==> config.mk <==
export PLATFORM = sky130hd
export DESIGN_NAME = riscv_fetch_unit
export DESIGN_NICKNAME = d
export VERILOG_FILES = /design/src/rtl/riscv_pkg.sv /design/src/rtl/riscv_fetch_unit_sync_fifo.sv /design/src/rtl/riscv_fetch_unit.sv
export SDC_FILE = /design/constraint.sdc
export NUM_CORES = 1
export LEC_CHECK = 0
export ABC_AREA = 1
export BUFFER_PORTS_ARGS = -buffer_cell sky130_fd_sc_hd__buf_4
export CELL_PAD_IN_SITES_DETAIL_PLACEMENT = 1
export CELL_PAD_IN_SITES_GLOBAL_PLACEMENT = 2
export CORE_MARGIN = 5
export CORE_UTILIZATION = 39
export DETAILED_ROUTE_END_ITERATION = 6
export GPL_TIMING_DRIVEN = 0
export PLACE_DENSITY = 0.91
export SYNTH_ARGS = -nofsm -noshare
export SYNTH_HDL_FRONTEND = slang
export SYNTH_SLANG_ARGS = --single-unit
==> constraint.sdc <==
create_clock -name clk -period 16.25 [get_ports clk]
set_input_delay 0.8125 -clock clk [delete_from_list [all_inputs] [get_ports clk]]
set_output_delay 0.8125 -clock clk [all_outputs]
set_load 0.02 [all_outputs]
==> src/rtl/riscv_pkg.sv <==
// riscv_pkg: shared constants and types for the instruction fetch path.
//   XLEN / ILEN  : PC and instruction widths
//   RESET_PC     : default first fetch address
//   NOP_INSTR    : canonical NOP encoding (addi x0, x0, 0)
//   fetch_entry_t: {pc, instr} pair handed from fetch to decode
package riscv_pkg;

  localparam int unsigned XLEN        = 32;
  localparam int unsigned ILEN        = 32;
  localparam int unsigned INSTR_BYTES = ILEN / 8;

  localparam logic [XLEN-1:0] RESET_PC  = 32'h0000_0000;
  localparam logic [ILEN-1:0] NOP_INSTR = 32'h0000_0013;

  typedef struct packed {
    logic [XLEN-1:0] pc;
    logic [ILEN-1:0] instr;
  } fetch_entry_t;

endpackage

==> src/rtl/riscv_fetch_unit_sync_fifo.sv <==
// sync_fifo: single-clock FIFO with push/pop/flush and occupancy output.
//   clk, rst_n : clock, synchronous active-low reset
//   i_push     : write i_wdata (ignored when full)
//   i_pop      : drop head entry (ignored when empty)
//   i_flush    : empty the FIFO (has priority over push/pop)
//   o_rdata    : head entry (combinational read of storage)
//   o_count    : number of stored entries, 0..DEPTH
module sync_fifo #(
  parameter int unsigned WIDTH = 64,
  parameter int unsigned DEPTH = 4
) (
  input  logic                     clk,
  input  logic                     rst_n,
  input  logic                     i_push,
  input  logic                     i_pop,
  input  logic                     i_flush,
  input  logic [WIDTH-1:0]         i_wdata,
  output logic [WIDTH-1:0]         o_rdata,
  output logic [$clog2(DEPTH):0]   o_count
);

  localparam int unsigned AW = $clog2(DEPTH);
  localparam int unsigned CW = AW + 1;

  logic [WIDTH-1:0] r_mem [DEPTH];
  logic [AW-1:0]    r_wr_ptr;
  logic [AW-1:0]    r_rd_ptr;
  logic [CW-1:0]    r_count;
  logic             w_do_push;
  logic             w_do_pop;

  // Guard against overflow/underflow so the pointers never desynchronise.
  assign w_do_push = i_push && (r_count != CW'(DEPTH));
  assign w_do_pop  = i_pop  && (r_count != '0);

  // Storage, pointers and occupancy.
  always_ff @(posedge clk) begin
    if (!rst_n) begin
      r_wr_ptr <= '0;
      r_rd_ptr <= '0;
      r_count  <= '0;
      for (int unsigned i = 0; i < DEPTH; i++) begin
        r_mem[AW'(i)] <= '0;
      end
    end else if (i_flush) begin
      r_wr_ptr <= '0;
      r_rd_ptr <= '0;
      r_count  <= '0;
    end else begin
      if (w_do_push) begin
        r_mem[r_wr_ptr] <= i_wdata;
        r_wr_ptr        <= r_wr_ptr + AW'(1);
      end
      if (w_do_pop) begin
        r_rd_ptr <= r_rd_ptr + AW'(1);
      end
      r_count <= r_count + CW'(w_do_push) - CW'(w_do_pop);
    end
  end

  assign o_rdata = r_mem[r_rd_ptr];
  assign o_count = r_count;

endmodule

==> src/rtl/riscv_fetch_unit.sv <==
// riscv_fetch_unit: sequential instruction fetch with a credit-managed
// prefetch FIFO between a 1-cycle-latency instruction memory and decode.
//   clk, rst_n       : clock, synchronous active-low reset
//   imem_en/addr     : memory read strobe and word address
//   imem_rdata       : memory data, valid the cycle after imem_en
//   out_valid/ready  : head-of-FIFO handshake to decode
//   out_pc/out_instr : head {pc, instr}; zero while out_valid is low
//   redirect_valid/pc: flush all speculative fetches and restart at pc
//   fault            : sticky misaligned-redirect flag
// Optional feature macro: FETCH_ALIGN_CHECK_EN enables the misaligned
// redirect fault; without it redirect_pc[1:0] is ignored and fault is 0.
module riscv_fetch_unit
  import riscv_pkg::*;
#(
  parameter int unsigned     XLEN       = riscv_pkg::XLEN,
  parameter int unsigned     DEPTH      = 10,
  parameter int unsigned     FIFO_DEPTH = 4,
  parameter logic [XLEN-1:0] RESET_PC   = XLEN'(riscv_pkg::RESET_PC)
) (
  input  logic             clk,
  input  logic             rst_n,
  output logic             imem_en,
  output logic [DEPTH-1:0] imem_addr,
  input  logic [XLEN-1:0]  imem_rdata,
  output logic             out_valid,
  input  logic             out_ready,
  output logic [XLEN-1:0]  out_pc,
  output logic [XLEN-1:0]  out_instr,
  input  logic             redirect_valid,
  input  logic [XLEN-1:0]  redirect_pc,
  output logic             fault
);

  localparam int unsigned CW  = $clog2(FIFO_DEPTH) + 1;
  localparam int unsigned CRW = CW + 1;

  logic [XLEN-1:0]   r_fetch_pc;
  logic [XLEN-1:0]   r_inflight_pc;
  logic              r_inflight;
  logic              r_fault;

  logic [CW-1:0]     w_count;
  logic [2*XLEN-1:0] w_head;
  logic              w_valid;
  logic              w_pop;
  logic              w_push;
  logic              w_issue;
  logic              w_misaligned;
  logic [XLEN-1:0]   w_target;
  logic [CRW-1:0]    w_credit_used;
  logic [CRW-1:0]    w_credit_limit;

  // Low address bits never reach the fetch PC.
  assign w_target = redirect_pc & ~XLEN'(3);

`ifdef FETCH_ALIGN_CHECK_EN
  assign w_misaligned = redirect_valid && (redirect_pc[1:0] != 2'b00);
`else
  assign w_misaligned = 1'b0;
`endif

  assign w_valid = (w_count != '0);
  assign w_pop   = w_valid && out_ready;

  // Credit: stored + outstanding words, less the one leaving this cycle,
  // must stay below FIFO_DEPTH so the response push can never overflow.
  assign w_credit_used  = CRW'(w_count) + CRW'(r_inflight);
  assign w_credit_limit = CRW'(FIFO_DEPTH) + CRW'(w_pop);

  assign w_issue = rst_n && !redirect_valid && !r_fault &&
                   (w_credit_used < w_credit_limit);

  // Response from memory is dropped if a redirect squashes it this cycle.
  assign w_push = r_inflight && !redirect_valid;

  // Fetch PC, outstanding-read tracking and sticky fault.
  always_ff @(posedge clk) begin
    if (!rst_n) begin
      r_fetch_pc    <= RESET_PC;
      r_inflight_pc <= '0;
      r_inflight    <= 1'b0;
      r_fault       <= 1'b0;
    end else if (redirect_valid) begin
      r_fetch_pc <= w_target;
      r_inflight <= 1'b0;
      r_fault    <= w_misaligned;
    end else begin
      r_inflight <= w_issue;
      if (w_issue) begin
        r_inflight_pc <= r_fetch_pc;
        r_fetch_pc    <= r_fetch_pc + XLEN'(INSTR_BYTES);
      end
    end
  end

  sync_fifo #(
    .WIDTH (2 * XLEN),
    .DEPTH (FIFO_DEPTH)
  ) u_fifo (
    .clk     (clk),
    .rst_n   (rst_n),
    .i_push  (w_push),
    .i_pop   (w_pop),
    .i_flush (redirect_valid),
    .i_wdata ({r_inflight_pc, imem_rdata}),
    .o_rdata (w_head),
    .o_count (w_count)
  );

  assign imem_en   = w_issue;
  assign imem_addr = rst_n ? r_fetch_pc[DEPTH+1:2] : '0;
  assign out_valid = w_valid;
  assign out_pc    = w_valid ? w_head[2*XLEN-1:XLEN] : '0;
  assign out_instr = w_valid ? w_head[XLEN-1:0]      : '0;
  assign fault     = r_fault;

endmodule

==> results.md <==
* Area share of and/or/nand/nor cells after synthesis at 0.213
* Num CTS Buffers at 35
* Finished layout cell area at roughly 0.018 mm2
* Global placement routability congestion at 0.817
* Crit-path slowest cell: clkbuf_1
* Number of hold violations in the final report at 0
* Crit-path leading delay family: buffers and inverters
* Portion of the post-synthesis area used by sequential elements at 0.603
* Area of the multi-input gates at 0.00484 mm2
* Largest fanout of any net on the critical path at 10
* Final non-filler cell total at 2388
* Clock latency reported for the late side of the worst-skew pair at 520 ps
* Post-layout utilization of the core at 0.474
* Highest achievable clock rate at ~270 MHz
* Largest voltage drop on the vdd net at about 0.065 mV
* Worst Hold Endpoint: r_inflight_pc[2]
* H-Tree Level Count at 2
* Clock-pin slew of the registers on the worst-case setup and hold paths at ~60 ps
* Leading cell types in the layout, fill and taps excluded: nor2_1 (499), edfxtp_1 (248), nand2_1 (208), o21ai_0 (162), buf_4 (150)
* Number of iterations in the first detailed-routing pass at 4
* Routed wire length per instance at 18.4 um
* Worst Hold Slack at 459 ps
* Maximum number of pins on one net before global-route repair at between 60 and 70
* Standard-cell row count at 71
* Combined area of all synthesized cells at around 0.015 mm2
* Resized cells post-CTS at 0
* Multiplexer fraction of the synthesized cell area at 0
* Number of hold buffers added after CTS at 0
* Setup slack of the most critical reg-to-reg path at 13510 ps
* DIE HEIGHT at 204 um
* Leading cell type in the layout, fill and taps excluded: nor2_1
* Sequential cell area in the final layout at roughly 0.0088 mm2
* Clock Skews at 23.0 ps
* Maximum cell stage delay along the critical path at 540 ps
* Via count of the first global-routing pass at 12700
* First-pass GRT wire length at 69.1 mm
* Mean area per synthesized cell at ~9 um2
* Antenna cells at 0
* Adder and majority gate portion of the synthesized area at 0.00648
* Number of DRC markers in iteration 0 at a little under 500
* Min-delay worst type: reg2reg
* Synth Area in Compound Gates at 0.100
* Post-layout net count at 1926
* Chip Width at 204 um
* Slew of the pin with the lowest slew margin at between 900 and 1000 ps
* Post-CTS setup-driven buffer insertion count at 0
* Longest Clk Path Bufs at 3
* Flop and latch count out of synthesis at between 300 and 400
* Cell-by-cell trace of the critical path: clkbuf_1 -> inv_2 -> clkbuf_1 -> nor2_1 -> o21ai_0 -> a21oi_1 -> buf_4
* DR DRC count at 0
* Required time at the worst-slack endpoint at 15440 ps
* Type of element launching the critical path: flip-flop
* Worst Path Class, Setup: reg2out
* Routed Wire Length at roughly 44 mm
* Worst r2r dst: u_fifo.r_mem[2][51]
* Number of setup violations in the final report at 0
* Global router's overall resource usage at 0.210
* Xor and xnor area share after synthesis at 0.00657
* Outcome: complete, no violations
* Final max-slew violation count at 0
* Synth-to-Final Area Change at 20.7%
* Total number of vias at about 12000
* CORE AREA at 0.0374 mm2
* Number of cells on the worst reg-to-reg path at 7
* Number of synthesized flops with an enable pin at 248
* Total instance count after detailed placement at ~2300
* Setup TNS after final layout at 0 ps
* Leftover overflow at the end of global routing at 0
* Filler cell count in the final layout at around 4400
* Most used cell along the critical path: clkbuf_1
* Synthesized instance count at around 1700
* Clock period minus worst slack at between 3000 and 4000 ps
* Number of antenna violations at the first check in global routing at 0
* Standby leakage power at approximately 7.3 nW
* Synth Flop Type: edfxtp_1
* Share of cells above drive strength 1 at 0.139
* Worst Min Path Start: r_inflight_pc[2]
* Main combinational cell family by area after synthesis: simple AND/OR/NAND/NOR gates
* Max-cap violations at 0
* Hold Crit Depth at 2
* Power Dens Cells at 109 mW/mm2
* Critical path endpoint category: primary output
* Yosys synthesis warning count at 0
* Die ar. at 0.0416 mm2
* Data arrival time of the critical path at 2830 ps
* Number of clock sinks at between 300 and 400
* ANT nets after route at 0
* Top Ports at around 150
* IO Port Bufs at 137
* Cell area reported after detailed placement at ~0.017 mm2
* Root Buffer: clkbuf_16
* Slew HR at 0.363
* Startpoint of the most critical register-to-register path: u_fifo.o_count[1]
* Per-cell via count in the routed design at roughly 5
* Bufs and invs on worst path at 4
* Share of synthesized flip-flops with an asynchronous set or reset at 0
* Post-synthesis cell type count at 30
* TritonCTS clock tree: built
* Final period utilization at 0.224
* RSZ-0062 raised after global routing: no
* Starting utilization of the core area at 0.392
* Detailed placer's ending HPWL at 31.0 mm
## state kept, by name (all words and copies together), names as in the netlist, named ones only
register and count:
u_fifo.r_mem 248, r_fetch_pc 30, r_inflight_pc 30, u_fifo.o_count 3, u_fifo.r_rd_ptr 2, u_fifo.r_wr_ptr 2
r_inflight 1
## synthesized netlist by cell type (2+ instances only)
| master | n | area share |
|---|---|---|
| a21boi_0 | 8 | 0.0041 |
| a21oi_1 | 112 | 0.038 |
| buf_1 | 9 | 0.0023 |
| buf_2 | 17 | 0.0058 |
| buf_4 | 13 | 0.0067 |
| clkbuf_1 | 60 | 0.015 |
| dfxtp_1 | 70 | 0.095 |
| edfxtp_1 | 248 | 0.51 |
| ha_1 | 6 | 0.0051 |
| inv_1 | 148 | 0.038 |
| inv_2 | 5 | 0.0013 |
| nand2_1 | 209 | 0.053 |
| nand2_2 | 4 | 0.0017 |
| nand3_1 | 59 | 0.020 |
| nand3_2 | 2 | 0.0014 |
| nor2_1 | 499 | 0.13 |
| nor2_2 | 13 | 0.0055 |
| nor2_4 | 2 | 0.0015 |
| o21ai_0 | 165 | 0.056 |
| xnor2_1 | 3 | 0.0018 |
| xor2_1 | 8 | 0.0048 |
## cell families after synthesis
family | after synthesis
simple gates | 790
flops | 318
compound gates | 288
buf+inv | 254
xor+xnor | 11
fa+ha+maj | 7
other cells | 1
## metrics by stage
| stage | power [mW] | worst slack (ps) |
|---|---|---|
| 2_1_floorplan | 1.04 | 10050 |
| 3_3_place_gp | 1.12 | 6570 |
| 3_5_place_dp | 1.12 | 12730 |
| 4_1_cts | 1.94 | 12640 |
| 5_1_grt | 2.00 | 12540 |
| 6_report | 1.93 | 12610 |
## layer usage
layer / vias to the layer above / track usage / share of wire / routed length, um
li1: 5778 / - / - / -
met1: 5792 / 0.264 / 0.43 / 18700
met2: 260 / 0.386 / 0.51 / 22500
met3: 54 / 0.0282 / 0.046 / 2010
met4: 0 / 0.0476 / 0.018 / 800
met5: - / 0 / 0 / 0
## worst max path at each step
stage	start	endpoint	slack, ps	depth (start not counted)
final	flip-flop	out_pc[8]	12610	7
after global routing	flip-flop	out_pc[8]	12540	7
after CTS	flip-flop	out_pc[8]	12640	7
after detailed placement	redirect_valid	u_fifo.r_mem[2][25]	12730	7
after global placement	redirect_valid	u_fifo.r_mem[3][8]	6570	4
after floorplan	redirect_valid	u_fifo.r_mem[3][0]	10050	4
## worst min-delay path, stage by stage, from the launching register on
cell and delay, ps:
dfxtp_1 290, inv_1 70, a21oi_1 60
## power breakdown
| part | leakage [nW] | total [mW] | switching, mW | internal, mW |
|---|---|---|---|---|
| combinational | 3.57 | 0.171 | 0.114 | 0.0568 |
| sequential | 3.15 | 0.931 | 0.0182 | 0.912 |
| clock | 0.573 | 0.829 | 0.331 | 0.498 |
## area by class of cell
class                   instances  share of cell area
multi-input cells            1099               0.273
clock buffers                  45              0.0539
inverters                     154              0.0328
clock inverters                18              0.0136
repair buffers                143              0.0653
well taps                     511              0.0361
plain buffers                 100              0.0256
flip-flops and latches        318               0.500
Note: power is estimated with default switching activity, not from simulation.
